[src/rtl/ctc_kscan.sv]
// ctc_kscan: word-time keyboard scanner with debounce and a valid/ack handoff of the key code.
// Optional auto-repeat of a held key is enabled by defining CTC_KSCAN_REPEAT_EN.
module ctc_kscan #(
    parameter int unsigned WORD_LEN   = 56,
    parameter int unsigned N_ROWS     = 8,
    parameter int unsigned N_COLS     = 5,
    parameter int unsigned CODE_W     = 6,
    parameter int unsigned DEBOUNCE   = 2,
    parameter int unsigned REPEAT_DLY = 16
) (
    input  logic              cph2,
    input  logic              nrst,
    input  logic [N_COLS-1:0] kc,
    input  logic              key_ack,
    input  logic              stat_clr,
    output logic [N_ROWS-1:0] kr,
    output logic              word_end,
    output logic              key_valid,
    output logic [CODE_W-1:0] key_code,
    output logic              kdown_flag
);

    localparam int unsigned N_SLOTS = N_ROWS * N_COLS;
    localparam int unsigned CNT_W   = (WORD_LEN > 1) ? $clog2(WORD_LEN) : 1;
    localparam int unsigned ROW_W   = (N_ROWS > 1) ? $clog2(N_ROWS) : 1;
    localparam int unsigned COL_W   = (N_COLS > 1) ? $clog2(N_COLS) : 1;
    localparam int unsigned DEB_W   = $clog2(DEBOUNCE + 1);
`ifdef CTC_KSCAN_REPEAT_EN
    localparam int unsigned RPT_W   = $clog2(REPEAT_DLY + 1);
`endif

    // Reject configurations the scan/debounce scheme cannot support.
    if (DEBOUNCE < 1 || REPEAT_DLY < 1 || N_SLOTS > WORD_LEN ||
        (N_ROWS & (N_ROWS - 1)) != 0 || (2 ** CODE_W) < N_SLOTS) begin : g_bad_param
        $error("ctc_kscan: illegal parameter combination");
    end

    typedef enum logic [1:0] {
        S_IDLE,
        S_DEB,
        S_VALID,
        S_REL
    } state_t;

    logic [CNT_W-1:0]  cnt;
    logic [ROW_W-1:0]  row;
    logic [COL_W-1:0]  col;
    logic [CODE_W-1:0] code_now;
    logic              slot_valid;
    logic              slot_hit;
    logic              cand_hit;
    logic              hit_any;

    state_t            state, state_n;
    logic [CODE_W-1:0] cand, cand_n;
    logic [DEB_W-1:0]  deb_cnt, deb_n;
    logic              hit, hit_n;
    logic              part, part_n;
    logic              kv_n;
    logic [CODE_W-1:0] code_n;
    logic              kd_n;
`ifdef CTC_KSCAN_REPEAT_EN
    logic [RPT_W-1:0]  rpt_cnt, rpt_n;
`endif

    // Free-running word-time counter.
    always_ff @(posedge cph2 or negedge nrst) begin
        if (!nrst) begin
            cnt <= '0;
        end else if (word_end) begin
            cnt <= '0;
        end else begin
            cnt <= cnt + CNT_W'(1);
        end
    end

    assign word_end   = (cnt == CNT_W'(WORD_LEN - 1));
    assign slot_valid = (32'(cnt) < N_SLOTS);
    assign row        = ROW_W'(32'(cnt) % N_ROWS);
    assign col        = COL_W'(32'(cnt) / N_ROWS);
    assign code_now   = CODE_W'(cnt);
    assign slot_hit   = slot_valid & kc[col];
    assign cand_hit   = slot_hit & (code_now == cand);
    assign hit_any    = hit | cand_hit;

    always_comb begin
        kr = '0;
        if (slot_valid) kr[row] = 1'b1;
    end

    // Next-state and registered-output logic.
    always_comb begin
        state_n = state;
        cand_n  = cand;
        deb_n   = deb_cnt;
        hit_n   = hit;
        part_n  = part;
        kv_n    = key_valid;
        code_n  = key_code;
        kd_n    = kdown_flag;
`ifdef CTC_KSCAN_REPEAT_EN
        rpt_n   = rpt_cnt;
`endif
        if (stat_clr) kd_n = 1'b0;

        case (state)
            S_IDLE: begin
                // Slots are scanned in code order, so the first hit is the lowest code.
                if (slot_hit) begin
                    state_n = S_DEB;
                    cand_n  = code_now;
                    deb_n   = DEB_W'(1);
                    hit_n   = !word_end;
                end
            end
            S_DEB: begin
                if (word_end) begin
                    hit_n = 1'b0;
                    if (!hit_any) begin
                        state_n = S_IDLE;
                    end else if (deb_cnt == DEB_W'(DEBOUNCE)) begin
                        state_n = S_VALID;
                        kv_n    = 1'b1;
                        code_n  = cand;
                        kd_n    = 1'b1;
                    end else begin
                        deb_n = deb_cnt + DEB_W'(1);
                    end
                end else if (cand_hit) begin
                    hit_n = 1'b1;
                end
            end
            S_VALID: begin
                if (key_ack) begin
                    state_n = S_REL;
                    kv_n    = 1'b0;
                    hit_n   = 1'b0;
                    // A partially elapsed word does not count as a released word.
                    part_n  = !word_end;
`ifdef CTC_KSCAN_REPEAT_EN
                    rpt_n   = '0;
`endif
                end
            end
            S_REL: begin
                if (word_end) begin
                    hit_n  = 1'b0;
                    part_n = 1'b0;
                    if (!part) begin
                        if (!hit_any) begin
                            state_n = S_IDLE;
                        end
`ifdef CTC_KSCAN_REPEAT_EN
                        else if (rpt_cnt == RPT_W'(REPEAT_DLY - 1)) begin
                            state_n = S_VALID;
                            kv_n    = 1'b1;
                            kd_n    = 1'b1;
                        end else begin
                            rpt_n = rpt_cnt + RPT_W'(1);
                        end
`endif
                    end
                end else if (cand_hit) begin
                    hit_n = 1'b1;
                end
            end
            default: state_n = S_IDLE;
        endcase
    end

    always_ff @(posedge cph2 or negedge nrst) begin
        if (!nrst) begin
            state      <= S_IDLE;
            cand       <= '0;
            deb_cnt    <= '0;
            hit        <= 1'b0;
            part       <= 1'b0;
            key_valid  <= 1'b0;
            key_code   <= '0;
            kdown_flag <= 1'b0;
`ifdef CTC_KSCAN_REPEAT_EN
            rpt_cnt    <= '0;
`endif
        end else begin
            state      <= state_n;
            cand       <= cand_n;
            deb_cnt    <= deb_n;
            hit        <= hit_n;
            part       <= part_n;
            key_valid  <= kv_n;
            key_code   <= code_n;
            kdown_flag <= kd_n;
`ifdef CTC_KSCAN_REPEAT_EN
            rpt_cnt    <= rpt_n;
`endif
        end
    end

endmodule

[config.mk]
export PLATFORM = sky130hd
export DESIGN_NAME = ctc_kscan
export DESIGN_NICKNAME = d
export VERILOG_FILES = /design/src/rtl/ctc_kscan.sv
export SDC_FILE = /design/constraint.sdc
export NUM_CORES = 1
export LEC_CHECK = 0
export BUFFER_PORTS_ARGS = -buffer_cell sky130_fd_sc_hd__buf_4
export CAP_MARGIN = 40
export CORE_MARGIN = 4
export CORE_UTILIZATION = 55
export CTS_BUF_LIST = sky130_fd_sc_hd__clkbuf_4 sky130_fd_sc_hd__clkbuf_8 sky130_fd_sc_hd__clkbuf_16
export CTS_CLUSTER_SIZE = 24
export DETAILED_ROUTE_END_ITERATION = 10
export PLACE_DENSITY = 0.78
export SYNTH_ARGS = -nofsm -noshare
export SYNTH_HDL_FRONTEND = slang
export SYNTH_SLANG_ARGS = --single-unit
[constraint.sdc]
create_clock -name cph2 -period 3.1 [get_ports cph2]
set_input_delay 0.465 -clock cph2 [delete_from_list [all_inputs] [get_ports cph2]]
set_output_delay 0.465 -clock cph2 [all_outputs]
set_load 0.02 [all_outputs]
=== Yosys cells after proc, flatten, opt, wreduce, memory -nomap -nowiden ===
Cells that the tools add are included.

* Register bits after elaboration: 26
* Latch bits: 0
* RAM bits: 0
* ROM bits: 0
* Input bits: 9
* Output and inout bits: 17
* Logic and storage cells: 85
* Memories: 0

* $add $sub $neg: 2
* Multiply operators: 0
* Divide/modulo/power cells: 0
* Order comparisons: 4
* Equal/unequal tests: 17
* Shift operators: 0
* Multiplexer cells: 36
* Bitwise operators: 3
* Reduce and logical (&&, ||, !) cells: 14

{| class="wikitable"
|+ Operator list
! kind !! count
|-
| 2-bit two-way mux || 11
|-
| 2-bit inequality test, second input constant || 9
|-
| 1-bit two-way mux || 16
|-
| 5-bit AND reduction || 2
|-
| 3-bit by 4-bit less-than comparator with 1-bit output, second input constant || 2
|-
| 8-bit two-way mux || 1
|-
| 2-bit one-hot mux with 4 select lines || 1
|-
| 7-bit AND reduction || 1
|-
| 6-bit by 1-bit adder with 6-bit output, second input constant || 1
|-
| 2-bit equality test, second input constant || 3
|-
| 6-bit equality test || 1
|-
| 6-bit equality test, second input constant || 1
|-
| 6-bit less-than comparator, second input constant || 1
|-
| 6-bit two-way mux || 1
|-
| 3-bit AND reduction || 2
|-
| 2-bit nonzero test || 3
|-
| 1-bit one-hot mux with 2 select lines || 2
|-
| 2-bit one-hot mux with 2 select lines || 1
|-
| 4-bit AND reduction || 1
|-
| 1-bit binary-select mux with 3-bit select || 1
|-
| 1-bit demux with 3-bit select || 1
|-
| 3-bit by 1-bit >= comparator with 1-bit output, second input constant || 1
|-
| 3-bit by 1-bit inequality test with 1-bit output, second input constant || 1
|-
| 3-bit inequality test, second input constant || 1
|-
| other kinds (10) || 11
|}

=== Longest topological paths before layout ===
Gate-level depths: netlist of run 1.

* Depth in word-level cells: 9
* Depth in mapped cells: 7
* Depth with buffers taken out: 6

=== Worst setup path after synthesis of run 1 ===
OpenSTA, ideal clock, no wires.

* Path type: reg-to-output
* Start: register cnt[3]
* End: output port kr[0]
* Data arrival time: 1,289 ps
* Required time: 2,635 ps
* Path slack: 1,346 ps
* Cell stages (with the launch flop): 5
* Path through: dfrtp_1 buf_6 o21ai_0 nand2b_1 nor3_1

* Longest elaborated chain between the ends: 2

{| class="wikitable"
|+ RTL lines
! element !! line !! RTL
|-
| start, declared || 45 || <nowiki>logic [CNT_W-1:0] cnt;</nowiki>
|-
| start signal, assigned || 73 || <nowiki>cnt <= cnt + CNT_W'(1);</nowiki>
|-
| 6-bit less-than comparator || 78 || <nowiki>assign slot_valid = (32'(cnt) < N_SLOTS);</nowiki>
|-
| 8-bit two-way mux || 88 || <nowiki>if (slot_valid) kr[row] = 1'b1;</nowiki>
|-
| end, declared || 16 || <nowiki>output logic [N_ROWS-1:0] kr,</nowiki>
|}

No other way between the ends.

=== Worst setup path in the final report of run 1 ===
* Start: register cnt[0]
* End: output port word_end

* Longest elaborated chain between the ends: 1

{| class="wikitable"
|+ RTL lines
! element !! line !! RTL
|-
| 6-bit equality test || 77 || <nowiki>assign word_end = (cnt == CNT_W'(WORD_LEN - 1));</nowiki>
|-
| end, declared || 17 || <nowiki>output logic word_end,</nowiki>
|}

No other way between the ends.

==> metrics.json, run 1 <==
{
  "placed_design": {
    "place_ws_ns": 1.12,
    "detailedPlacementHpwl_um": 2110,
    "portBuffers": 25,
    "gp_congestion": 0.833,
    "dpl.cell_count": 180
  },
  "final_layout": {
    "design.final.nets": 166,
    "finish.utilization_pct": 64.9,
    "antennaDiodeCount": 0,
    "drive_gt1_share_pct": 31.8,
    "synthesis_to_layout_area_growth_pct": 11.5,
    "layout.cells.most_common_list": "sky130_fd_sc_hd__dfrtp_1, sky130_fd_sc_hd__buf_4, sky130_fd_sc_hd__nor2_1",
    "stdcell_count": 184,
    "fillCellCount": 204
  },
  "critical_path": {
    "critPathMostFrequentCell": "sky130_fd_sc_hd__buf_4",
    "critical_path.cell_chain": "ha_1 -> nand2_1 -> nor2_1 -> buf_4 -> buf_4",
    "regToRegSetupSlack_ns": 1.09,
    "worst-r2r-cell-count": 6,
    "timing.critical_path.to_type": "output port",
    "critical_path.max_stage_delay_ns": 0.57,
    "worstPathBufferInverterCount": 2,
    "critical_path_at_ns": 1.80,
    "critical_path_cell_count": 5,
    "path_delay_family": "flip-flops",
    "critical_path.startpoint_type": "flip-flop",
    "slowest_stage": "sky130_fd_sc_hd__dfrtp_1",
    "worstSetupPathType": "flip-flop to output port",
    "worst-endpoint-required_ns": 2.63,
    "crit_path_max_fanout": 11
  },
  "timing": {
    "actual_transition_at_the_worst_max_transition_pin_ns": 0.384,
    "clock_skew_ns": 0.00623,
    "setup_slack_ns": 0.835,
    "rsz_0062_raised_after_global_routing": "no",
    "fin_setup_tns_ns": 0,
    "final_period_minus_worst_setup_slack_ns": 2.27,
    "timing_max_transition_violations_final": 0,
    "final.hold.worst_slack_ns": 0.0257,
    "total_setup_violations_reported_at_the_end_of_the_flow": 0,
    "timing.slew.headroom_pct": 74.4,
    "final.period_utilization_pct": 73.1,
    "fmax_mhz": 441,
    "hold_viol_final": 0
  },
  "yosys": {
    "ys.flop_type": "sky130_fd_sc_hd__dfrtp_1",
    "sequential_to_total_area_share_from_yosys_stat_pct": 45.1,
    "syn_inst": 133,
    "yosys.area.top_type_share_pct": 45.1,
    "ys.warnings.count": 0,
    "area_of_the_mapped_netlist_mm2": 0.00144,
    "netlist_top_cells_area": "sky130_fd_sc_hd__dfrtp_1, sky130_fd_sc_hd__mux2_2, sky130_fd_sc_hd__buf_6",
    "postSynthRegisterBits": 26,
    "proportion_of_register_bits_with_asynchronous_set_or_reset_after_synthesis_pct": 100,
    "synth_area_per_cell_um2": 10.8,
    "yosys.cell_types.count": 42,
    "synth-edff-count": 0,
    "synthesized_net_count": 144,
    "synth_area_leader_cell": "sky130_fd_sc_hd__dfrtp_1"
  },
  "run": {
    "cap_violations": 0
  },
  "floorplanning": {
    "die_y_um": 59.2,
    "ports_placed_on_the_boundary": 26,
    "core_area_mm2": 0.00248,
    "rows": 18,
    "initial_utilization_pct": 58.2,
    "die_area_mm2": 0.00350,
    "die_width_um": 59.2
  },
  "min_path": {
    "min_path_type": "input port to asynchronous set/reset pin"
  },
  "route": {
    "ant_nets": 0,
    "count_of_vias_placed_by_the_detailed_router": 1050,
    "drt_first_iter_violations": 38,
    "first_pass_iteration_count_of_the_detailed_router": 4,
    "totalWireLength_um": 2780,
    "detail_route.vias_per_cell": 5.71,
    "drc_errors": 0,
    "routedWlPerCell_um": 15.1
  },
  "global_routing": {
    "grt_first_pass_wirelength_um": 4710,
    "grt_pass1_vias": 998,
    "antenna_found_initial": 0,
    "global_route.overflow_total": 0,
    "grt_max_degree": 27,
    "global_route.usage.total_pct": 17.9
  },
  "pwr": {
    "power_density_mw_per_mm2": 340,
    "leakagePower_nw": 0.777,
    "worst_ir_drop_vdd_v": 0.000306
  },
  "clocking": {
    "htree_levels": 1,
    "cts-buffers-inserted": 3,
    "clock_tree.buffer_depth": 2,
    "cts.reportedPaths.clkPinSlew_ns": 0.14,
    "cts-hold-fix-buffers": 0,
    "insertion_delay_ns": 0.32,
    "cts.sinks": 26,
    "tritoncts_clock_tree": "built",
    "post_cts_resize_count": 0,
    "root_buffer": "sky130_fd_sc_hd__clkbuf_4",
    "cts_post_setup_buffers_inserted": 0
  },
  "outcome": {
    "status": "completed"
  }
}
==> state kept, by name (all words and copies together) (netlist names), named ones only <==
name and flops:
cand 6, part 1, key_valid 1, key_code 6, kdown_flag 1, cnt 6, deb_cnt 2, hit 1
state 1
==> Yosys cell counts, drive strengths merged (3+ instances only) <==
cell    number
a21oi        4
buf          6
clkbuf       3
dfrtp       26
inv          7
mux2        11
nand2       11
nand2b       4
nand3        3
nor2        14
nor3         3
o21ai        7
xor2         6
==> cell type report <==
class | count | area (um2) | share of cell area [%]
Sequential cell | 26 | 651 | 40.5
Clock buffer | 4 | 36.3 | 2.26
Inverter | 7 | 26.3 | 1.63
Timing Repair Buffer | 26 | 195 | 12.1
Tap cell | 30 | 37.5 | 2.33
Multi-Input combinational cell | 91 | 662 | 41.2
==> cells by family (layout without fill, tap and decap cells) <==
logic type	count (synthesis)	count (layout)	share of synthesized area, %
AO/OA/AOI/OAI	26	26	14.2
buffers and inverters	16	37	8.94
XOR/XNOR	8	8	4.86
adder cells (fa/ha/maj)	2	2	1.74
AND/OR/NAND/NOR	42	42	14.9
multiplexers	13	13	10.2
flip-flops	26	26	45.1
==> path summary, 6_finish.rpt <==
path	startpoint	endpoint
worst max-delay path	cnt[0]	word_end
worst min-delay path	nrst	key_code[4]
worst max register to register	cnt[0]	key_code[3]
worst min register to register	key_valid	key_valid
max in group asynchronous	nrst	hit
min in group cph2	stat_clr	kdown_flag
==> per-stage QoR <==
step           power, mW  area [um2]
2_1_floorplan      0.365        1440
5_1_grt            0.572        1610
3_5_place_dp       0.384        1570
4_1_cts            0.550        1610
6_report           0.547        1610
3_3_place_gp       0.383        1570
==> per-layer routing <==
metal  routed length [um]  up-vias  GRT usage (%)
li1                     -      510              -
met2                 1360       36           28.9
met1                 1220      500           24.2
met4                   37        0           7.12
met5                    0        -              0
met3                  168        4           2.61
==> power by group <==
part	total, mW	internal [mW]	leakage, nW	switching, mW
clock	0.170	0.0718	0.0210	0.0980
combinational	0.0306	0.0140	0.431	0.0166
sequential	0.347	0.343	0.324	0.00362
Note: power is estimated with default switching activity, not from simulation.
==> inputs of run 2 (changes only) <==
- CORE_UTILIZATION: 55 -> 54
- PLACE_DENSITY: 0.78 -> 0.77
- clock period: 3.1 -> 2.2 ns (I/O delays scaled with it)
==> run 2 against run 1 <==
Worst hold slack improved by 0.14 ns. Critical path depth decreased by 1. Sequential power is 41% higher. Non-clock buffer count is 3 higher. Combinational power up 44%.
==> metrics.json, run 2 (same netlist as run 1, synthesis figures left out) <==
{
  "final_layout": {
    "layout.cells.most_common_list": "sky130_fd_sc_hd__buf_4, sky130_fd_sc_hd__dfrtp_1, sky130_fd_sc_hd__nor2_1",
    "synthesis_to_layout_area_growth_pct": 13.3,
    "largest_registers": "cand x6, cnt x6, key_code x6",
    "antennaDiodeCount": 0,
    "fillCellCount": 208,
    "multi_input_area_um2": 662,
    "drive_gt1_share_pct": 32.5,
    "final_common_cell": "sky130_fd_sc_hd__buf_4",
    "design.final.nets": 169,
    "register_area_um2": 651
  },
  "critical_path": {
    "path_delay_family": "flip-flops",
    "worst-endpoint-required_ns": 1.87,
    "worstSetupPathType": "flip-flop to output port",
    "timing.critical_path.to_type": "output port",
    "critical_path.max_stage_delay_ns": 0.54,
    "startpoint": "cnt[4]",
    "slowest_stage": "sky130_fd_sc_hd__dfrtp_1",
    "critical_path_at_ns": 1.61,
    "critical_path.cell_chain": "o21ai_0 -> nand2b_1 -> nor3_1 -> buf_4",
    "crit_path_max_fanout": 11,
    "worstPathBufferInverterCount": 1,
    "r2r_start": "cnt[4]",
    "critical_path.startpoint_type": "flip-flop"
  },
  "global_routing": {
    "global_route.usage.total_pct": 17.6,
    "grt_first_pass_wirelength_um": 4720,
    "grt_max_degree": 27,
    "gr-usage-met2_pct": 29.3,
    "antenna_found_initial": 0,
    "grt_pass1_vias": 998,
    "top_usage_layer": "met2",
    "grt.met3_usage_pct": 2.81,
    "use_met1_pct": 23.6,
    "global_route.overflow_total": 0
  },
  "timing": {
    "fin_setup_tns_ns": 0,
    "hold_viol_final": 0,
    "clock_skew_ns": 0.0142,
    "timing.slew.headroom_pct": 74.5,
    "rsz_0062_raised_after_global_routing": "no",
    "timing_max_transition_violations_final": 0,
    "final.period_utilization_pct": 88.2,
    "final_period_minus_worst_setup_slack_ns": 1.94,
    "fmax_mhz": 515,
    "setup_slack_ns": 0.259,
    "total_setup_violations_reported_at_the_end_of_the_flow": 0,
    "actual_transition_at_the_worst_max_transition_pin_ns": 0.382
  },
  "floorplanning": {
    "ports_placed_on_the_boundary": 26,
    "rows": 18,
    "die_area_mm2": 0.00356,
    "initial_utilization_pct": 57.1,
    "die_y_um": 59.7,
    "die_width_um": 59.7,
    "core_area_mm2": 0.00252
  },
  "clocking": {
    "insertion_delay_ns": 0.32,
    "cts.sinks": 26,
    "tritoncts_clock_tree": "built",
    "htree_levels": 1,
    "post_cts_resize_count": 0,
    "root_buffer": "sky130_fd_sc_hd__clkbuf_4",
    "cts.reportedPaths.clkPinSlew_ns": 0.14,
    "cts-buffers-inserted": 3,
    "clock_tree.buffer_depth": 2
  },
  "route": {
    "drt_first_iter_violations": 40,
    "totalWireLength_um": 2760,
    "drc_errors": 0,
    "count_of_vias_placed_by_the_detailed_router": 1032,
    "routedWlPerCell_um": 14.7,
    "first_pass_iteration_count_of_the_detailed_router": 4,
    "detail_route.vias_per_cell": 5.52,
    "ant_nets": 0
  },
  "pwr": {
    "worst_ir_drop_vdd_v": 0.000346,
    "p_total_mw": 0.770,
    "power_density_mw_per_mm2": 471,
    "leakagePower_nw": 0.791
  },
  "placed_design": {
    "portBuffers": 25,
    "detailedPlacementHpwl_um": 2060,
    "gp_congestion": 0.872,
    "place_ws_ns": 0.374
  },
  "min_path": {
    "hold_path_startpoint": "stat_clr",
    "min_path_type": "input port to flip-flop"
  },
  "outcome": {
    "status": "completed"
  },
  "run": {
    "cap_violations": 0
  }
}
-- run 2: cell types whose count changed in the layout (fill, tap and decap cells not counted), sizes merged --
cell / previous run / this run
dlygate4sd3: 0 / 1
buf: 26 / 28
-- run 2: through the flow --
stage / util (%) / hold WS, ns / instance area (um2) / std cells
final: 64.7 / 0.170 / 1630 / 187
after global routing: 64.7 / 0.169 / 1630 / 187
after CTS: 64.7 / 0.165 / 1630 / 187
after detailed placement: 62.9 / 0.254 / 1590 / 182
after global placement: 62.9 / 0.250 / 1590 / 182
after floorplan: - / 0.0344 / 1440 / 133
-- run 2: final cells by class --
class                   instances  area share (%)
multi-input cells              91            40.5
flip-flops and latches         26            39.8
repair buffers                 29            13.5
well taps                      30            2.30
clock buffers                   4            2.22
inverters                       7            1.61
-- run 2: final timing paths --
check,slack (ns),endpoint,cells after the start
setup reg to reg,0.37,deb_cnt[0],5
min in group asynchronous,0.43,key_valid,2
hold / removal,0.17,kdown_flag,2
setup / recovery,0.26,kr[0],4
max in group asynchronous,1.51,cand[2],2
hold reg to reg,0.52,cnt[1],1
-- run 2: power by group --
group          total (mW)  switching, mW  internal [mW]  leakage, nW
clock               0.236          0.135          0.101       0.0210
sequential          0.489        0.00541          0.484        0.324
combinational      0.0442         0.0234         0.0208        0.445
-- run 2: layer usage --
metal,part of all wire (%),vias to the layer above
met4,0.76,0
li1,-,511
met3,4.5,2
met2,50,23
met5,0,-
met1,44,496
-- run 2: timing repair --
item                      4_1_cts  5_1_grt
hold buffers                    1        0
buffers inserted                0        0
hold endpoints to repair       26        0
